<file path="config.mk">
export PLATFORM = sky130hd
export DESIGN_NAME = mmu
export DESIGN_NICKNAME = d
export VERILOG_FILES = /design/src/rtl/mmu_pkg.sv /design/src/rtl/mmu_tlb_cam.sv /design/src/rtl/mmu.sv
export SDC_FILE = /design/constraint.sdc
export NUM_CORES = 2
export LEC_CHECK = 0
export BUFFER_PORTS_ARGS = -buffer_cell sky130_fd_sc_hd__buf_2
export CAP_MARGIN = 10
export CORE_ASPECT_RATIO = 1.75
export CORE_UTILIZATION = 60
export CTS_CLUSTER_DIAMETER = 30
export DETAILED_ROUTE_END_ITERATION = 16
export PLACE_DENSITY = 0.79
export SYNTH_ARGS = -nofsm -noshare
export SYNTH_HDL_FRONTEND = slang
export SYNTH_HIERARCHICAL = 1
export SYNTH_SLANG_ARGS = --single-unit
</file>
<file path="constraint.sdc">
create_clock -name clk -period 24 [get_ports clk]
set_clock_uncertainty 0.2 [all_clocks]
set_input_delay 0 -clock clk [delete_from_list [all_inputs] [get_ports clk]]
set_output_delay 0 -clock clk [all_outputs]
set_load 0.005 [all_outputs]
</file>
<file path="src/rtl/mmu_pkg.sv">
// Shared types and constants for the address-translation unit and its TLB.
package mmu_pkg;

  localparam int PAGE_OFFSET_W = 12;
  localparam int VPN_W         = 20;
  localparam int PPN_W         = 20;
  localparam int SATP_MODE_BIT = 31;
  localparam int WRITE_ARM_BIT = 31;

  typedef struct packed {
    logic [VPN_W-1:0] vpn;
    logic [PPN_W-1:0] ppn;
    logic             valid;
  } tlb_entry_t;

  function automatic tlb_entry_t make_entry(input logic [VPN_W-1:0] vpn,
                                            input logic [PPN_W-1:0] ppn,
                                            input logic             valid);
    tlb_entry_t e;
    e.vpn   = vpn;
    e.ppn   = ppn;
    e.valid = valid;
    return e;
  endfunction

endpackage

</file>
<file path="src/rtl/mmu_tlb_cam.sv">
// Fully associative TLB: entry storage, indexed write and parallel match
// where the lowest matching index wins.
module tlb_cam
  import mmu_pkg::*;
#(
  parameter int TLB_ENTRIES = 16,
  parameter int IDX_W       = 4
) (
  input  logic             clk,
  input  logic             reset,
  input  logic             i_wr_en,
  input  logic [IDX_W-1:0] i_wr_idx,
  input  logic [VPN_W-1:0] i_wr_vpn,
  input  logic [PPN_W-1:0] i_wr_ppn,
  input  logic             i_wr_valid,
  input  logic [VPN_W-1:0] i_lookup_vpn,
  output logic             o_hit,
  output logic [PPN_W-1:0] o_ppn
);

  tlb_entry_t               r_entries [TLB_ENTRIES];
  logic [TLB_ENTRIES-1:0]   w_match;
  logic [IDX_W-1:0]         w_sel;

  // Entry array; a write lands at the edge, so a same-cycle lookup sees old contents.
  always_ff @(posedge clk or posedge reset) begin
    if (reset) begin
      for (int i = 0; i < TLB_ENTRIES; i++) begin
        r_entries[i] <= '0;
      end
    end else if (i_wr_en) begin
      r_entries[i_wr_idx] <= make_entry(i_wr_vpn, i_wr_ppn, i_wr_valid);
    end
  end

  // Parallel compare and priority select; scanning downward leaves the lowest match.
  always_comb begin
    w_match = '0;
    w_sel   = '0;
    for (int i = TLB_ENTRIES - 1; i >= 0; i--) begin
      w_match[i] = r_entries[i].valid && (r_entries[i].vpn == i_lookup_vpn);
      w_sel      = w_match[i] ? IDX_W'(i) : w_sel;
    end
  end

  assign o_hit = |w_match;
  assign o_ppn = r_entries[w_sel].ppn;

endmodule

</file>
<file path="src/rtl/mmu.sv">
// Sv32-style translation unit: one-cycle lookup against a software-managed
// TLB, with bare-mode bypass and results held between lookups.
module mmu
  import mmu_pkg::*;
#(
  parameter int TLB_ENTRIES = 16,
  parameter int IDX_W       = 4
) (
  input  logic        clk,
  input  logic        reset,
  input  logic        start_lookup,
  input  logic [31:0] virt_addr,
  output logic [31:0] phys_addr,
  output logic        lookup_done,
  output logic        tlb_hit,
  output logic        tlb_miss,
  input  logic [31:0] satp,
  input  logic [31:0] tlb_vpn_in,
  input  logic [31:0] tlb_ppn_perms_in,
  input  logic [31:0] tlb_write_index
);

  logic [31:0]      r_phys_addr;
  logic             r_lookup_done;
  logic             r_tlb_hit;
  logic             r_tlb_miss;
  logic [31:0]      r_prev_index;

  logic             w_wr_en;
  logic             w_cam_hit;
  logic [PPN_W-1:0] w_cam_ppn;
  logic [31:0]      w_next_pa;
  logic             w_next_hit;
  logic             w_next_miss;
  logic             w_unused;

  // A write fires only on a change of the index CSR with the arm bit set.
  assign w_wr_en = (tlb_write_index != r_prev_index) && tlb_write_index[WRITE_ARM_BIT];

  tlb_cam #(
    .TLB_ENTRIES(TLB_ENTRIES),
    .IDX_W      (IDX_W)
  ) u_cam (
    .clk         (clk),
    .reset       (reset),
    .i_wr_en     (w_wr_en),
    .i_wr_idx    (tlb_write_index[IDX_W-1:0]),
    .i_wr_vpn    (tlb_vpn_in[VPN_W-1:0]),
    .i_wr_ppn    (tlb_ppn_perms_in[PPN_W+9:10]),
    .i_wr_valid  (tlb_ppn_perms_in[0]),
    .i_lookup_vpn(virt_addr[31:PAGE_OFFSET_W]),
    .o_hit       (w_cam_hit),
    .o_ppn       (w_cam_ppn)
  );

  // Lookup result for the current request: bypass, hit or miss.
  always_comb begin
    w_next_pa   = 32'h0000_0000;
    w_next_hit  = 1'b0;
    w_next_miss = 1'b0;
    if (!satp[SATP_MODE_BIT]) begin
      w_next_pa  = virt_addr;
      w_next_hit = 1'b1;
    end else if (w_cam_hit) begin
      w_next_pa  = {w_cam_ppn, virt_addr[PAGE_OFFSET_W-1:0]};
      w_next_hit = 1'b1;
    end else begin
      w_next_miss = 1'b1;
    end
  end

  // Output registers hold the last result until the next request.
  always_ff @(posedge clk or posedge reset) begin
    if (reset) begin
      r_phys_addr   <= 32'h0000_0000;
      r_lookup_done <= 1'b0;
      r_tlb_hit     <= 1'b0;
      r_tlb_miss    <= 1'b0;
      r_prev_index  <= 32'h0000_0000;
    end else begin
      r_lookup_done <= start_lookup;
      r_prev_index  <= tlb_write_index;
      if (start_lookup) begin
        r_phys_addr <= w_next_pa;
        r_tlb_hit   <= w_next_hit;
        r_tlb_miss  <= w_next_miss;
      end
    end
  end

  assign phys_addr   = r_phys_addr;
  assign lookup_done = r_lookup_done;
  assign tlb_hit     = r_tlb_hit;
  assign tlb_miss    = r_tlb_miss;

  // Flag bits and high CSR bits are architecturally ignored here.
  assign w_unused = ^{satp[SATP_MODE_BIT-1:0], tlb_vpn_in[31:VPN_W],
                      tlb_ppn_perms_in[31:PPN_W+10], tlb_ppn_perms_in[9:1],
                      tlb_write_index[WRITE_ARM_BIT-1:IDX_W]};

endmodule

</file>
==> impl_results.md <==
- Status: complete, no violations
- Worst hold path class: input pin to flop
- CP Capture Type: flop
- Setup WS pre-CTS: 18.60 ns
- Root buffer cell: clkbuf_16
- Int Power: 2810 uW
- Hold Path Stages: 3
- CTS Buffer Depth: 3
- Die Y-Extent: 322 um
- RR Startpoint: u_cam/r_entries[358]
- Seq/Total Area, Yosys: 51.7%
- Post-synth EDFFs: 0
- Synth top area share: 51.7%
- Psw: 1110 uW
- Vias in the first global route: 26,700
- Crit path max fanout: 42
- Relative slew slack: 26.3%
- DP Wirelength: 61.7 mm
- Antenna Nets Post-Route: 0
- Cell Pwr Density: 95.1 nW/um^2
- Post-Synth Simple-Gate Area: 7.20%
- Max-cap violations: 0
- Final core occ: 71.7%
- Flop and latch count out of synthesis: 723
- Die area: 59,400 sq um
- Net Count, Synth: 2,845
- Post-Synth Adder-Cell Area: 0%
- Worst Path Arrival: 6.48 ns
- Ranking of synthesized cells by area: dfrtp_1, mux2_2, xnor2_1, mux2i_1, xor2_1
- Fin nets: 3,093
- Setup ws final: 17.87 ns
- IO Count: 198
- Clk pwr share: 39.9%
- Total Routed Length: 107 mm
- R2R depth: 16
- Mapped Area: 35,000 sq um
- Critical Path Source Type: input pin
- Reg power frac: 42.4%
- Area Growth Syn to Fin: 17.7%
- Post-Synth XOR/XNOR Area: 8.83%
- Slew of the pin with the lowest slew margin: 1.10 ns
- Wire length on met1: 36.8 mm
- Area post-placement: 36,100 sq um
- Largest net degree at the start of global routing: 184
- Antenna violations before repair: 0
- RSZ-0062 raised after global routing: no
- Crit share post-route: 25.5%
- Largest area contributor in the netlist: dfrtp_1
- R2R Setup Slk: 17.93 ns
- Vias/cell: 6.49
- Die X: 185 um
- Syn avg cell area: 13.1 sq um
- Core ar.: 57,500 sq um
- Setup TNS Final: 0 ns
- Slew Viols, Final: 0
- Initial core utilization: 60.9%
- Clock transition at path regs: 0.06 ns
- CTS tree: built
- Drt drc: 0
- Min-Delay Endpoint: phys_addr[26]
- Drt pass-1 iters: 8
- Share of cells above drive strength 1: 36.6%
- Worst skew pair latency: 0.68 ns
- Setup CP Type: input pin to flop
- Wirelength per Cell: 28.3 um
- Clock tree sinks: 723
- Routability congestion estimate from global placement: 0.888
- Post_cts resized: 0
- Hold path startpoint: virt_addr[26]
- Cell count after synthesis: 2,682
- Row count: 116
- FF-to-FF End: phys_addr[29]
- Global Route Usage Sum: 36.9%
- DR top layer: met4
- Switching Fraction: 28.4%
- Total leakage power: 0.0177 uW
- Share of total power in combinational logic: 17.7%
- Met2 wire length: 53.3 mm
- Post-synth ARST share: 100%
- Worst hold slack: 0.0428 ns
- Min Tclk post-route: 6.13 ns
- Routed vias: 24,600
- Htree depth: 3
- Main combinational cell family by area after synthesis: multiplexers
- Post-synth top flop: dfrtp_1
- Ys Warns: 6
- Final setup fails: 0
- Peak supply drop: 0.0759 mV
- Post-synthesis compound-gate area fraction: 3.46%
- Count of buffers from port buffering: 143
- Synth cell types: 66
- Final Hold Viols: 0
- CTS Buf Count: 103
- Met3 WL: 8.07 mm
- First-pass GRT wire length: 161 mm
- Total gr overflow: 0
- Achievable frequency: 163 MHz
- Final Cell Area: 41,200 sq um
- Crit path required time: 24.35 ns
- Post-synthesis mux area share: 25.8%
- Initial DRC Count: 2,090
[through the flow]
step                total power, uW  cells
CTS                            3890   3788
global placement               2260   3444
floorplan                      2140   2682
detailed placement             2320   3444
global route                   4050   3788
finish                         3920   3789
[kinds of logic (layout without fill, tap and decap cells)]
logic type | after synthesis | after routing
flops | 723 | 723
xor+xnor | 352 | 352
other cells | 0 | 1
mux | 806 | 806
compound gates | 141 | 141
simple gates | 460 | 460
buf+inv | 200 | 539
[worst max-delay path, cell delays in order]
cell	delay, ns
dlygate4sd3_1	0.56
buf_2	0.11
buf_4	0.45
xor2_1	0.16
or4_1	0.53
nor4_1	0.77
nand4_1	0.53
nand4_1	0.31
a41oi_2	0.07
nor2_4	0.11
buf_4	0.68
inv_2	0.10
a21oi_1	0.62
buf_4	0.30
a211oi_1	0.12
a21o_1	0.24
nand3_1	0.09
a31oi_1	0.08
dlygate4sd3_1	0.58
[how the worst max path moves through the flow]
| stage | from | end | slack (ns) | cells past startpoint |
|---|---|---|---|---|
| after detailed placement | virt_addr[16] | phys_addr[17] | 18.60 | 16 |
| after global routing | virt_addr[14] | phys_addr[29] | 17.76 | 19 |
| final | virt_addr[14] | phys_addr[29] | 17.87 | 19 |
| after floorplan | reset | u_cam/r_entries[0] | 5.42 | 1 |
| after global placement | virt_addr[14] | phys_addr[26] | 18.63 | 17 |
| after CTS | virt_addr[14] | phys_addr[29] | 18.28 | 19 |
[layout make-up]
class / count / area, sq um
fillers: 3771 / 16300
multi-input cells: 1759 / 16000
diodes: 1 / 2.50
clock buffers: 128 / 2860
clock inverters: 68 / 758
flip-flops and latches: 723 / 18100
repair buffers: 336 / 2550
inverters: 7 / 35.0
well taps: 767 / 960
[routing by layer]
layer | vias up | global-route usage [%]
met2 | 1338 | 61.7
met1 | 12600 | 41.5
met4 | 0 | 29.2
met3 | 476 | 6.26
li1 | 10100 | -
met5 | - | 0
[synthesized netlist by cell type, types with 3 or more instances]
library cell,n
dfrtp_1,723
mux2_2,669
xnor2_1,258
mux2i_1,120
nand4_1,117
clkbuf_1,108
xor2_1,93
nor2_1,84
nand2_1,75
nor4_1,49
nand3_1,48
buf_2,30
buf_6,26
o211ai_1,23
a21o_1,21
a21oi_1,15
buf_1,13
buf_4,13
a22o_1,12
a211oi_1,11
a221oi_2,10
and4_1,10
mux4_2,10
nor3b_1,10
o221a_1,10
o22a_1,10
a221oi_1,9
nand2b_1,9
or2_2,9
nand4b_1,8
nor4b_1,8
mux2_1,7
or3_1,7
inv_1,6
nor3_1,6
and2_1,5
nor2b_1,3
or4_1,3
[flip-flops by register name (all words and copies together), names as in the netlist]
| register | count |
|---|---|
| tlb_hit | 1 |
| u_cam/r_entries | 656 |
| lookup_done | 1 |
| r_prev_index | 32 |
| phys_addr | 32 |
| tlb_miss | 1 |
[timing repair]
item	in CTS	in global routing
hold buffers	148	0
endpoints found under the hold margin	927	0
buffers inserted	0	0
[power groups by stage]
stage / registers [uW] / logic, uW / clock network [uW]
finish: 1660 / 694 / 1560
global route: 1690 / 743 / 1620
CTS: 1650 / 680 / 1560
detailed placement: 1670 / 652 / 0
global placement: 1640 / 621 / 0
floorplan: 1620 / 515 / 0
[cells in the final DEF, fill, tap and decap left out, types with 11 or more instances in the layout]
master,netlist,routed
mux2_2,669,669
nor4_1,49,49
dfrtp_1,723,723
o211ai_1,23,23
nand2_1,75,74
inv_6,0,12
clkinv_4,0,13
nand3_1,48,48
clkinvlp_4,0,21
nand4_1,117,117
mux2i_1,120,120
a22o_1,12,12
dlygate4sd3_1,0,148
buf_2,30,143
a21oi_1,15,15
xnor2_1,258,258
nor2_1,84,75
clkbuf_8,0,15
buf_4,13,44
clkbuf_16,0,105
xor2_1,93,93
a21o_1,21,21
a211oi_1,11,11
No activity file was read; power rests on OpenSTA's default activity.
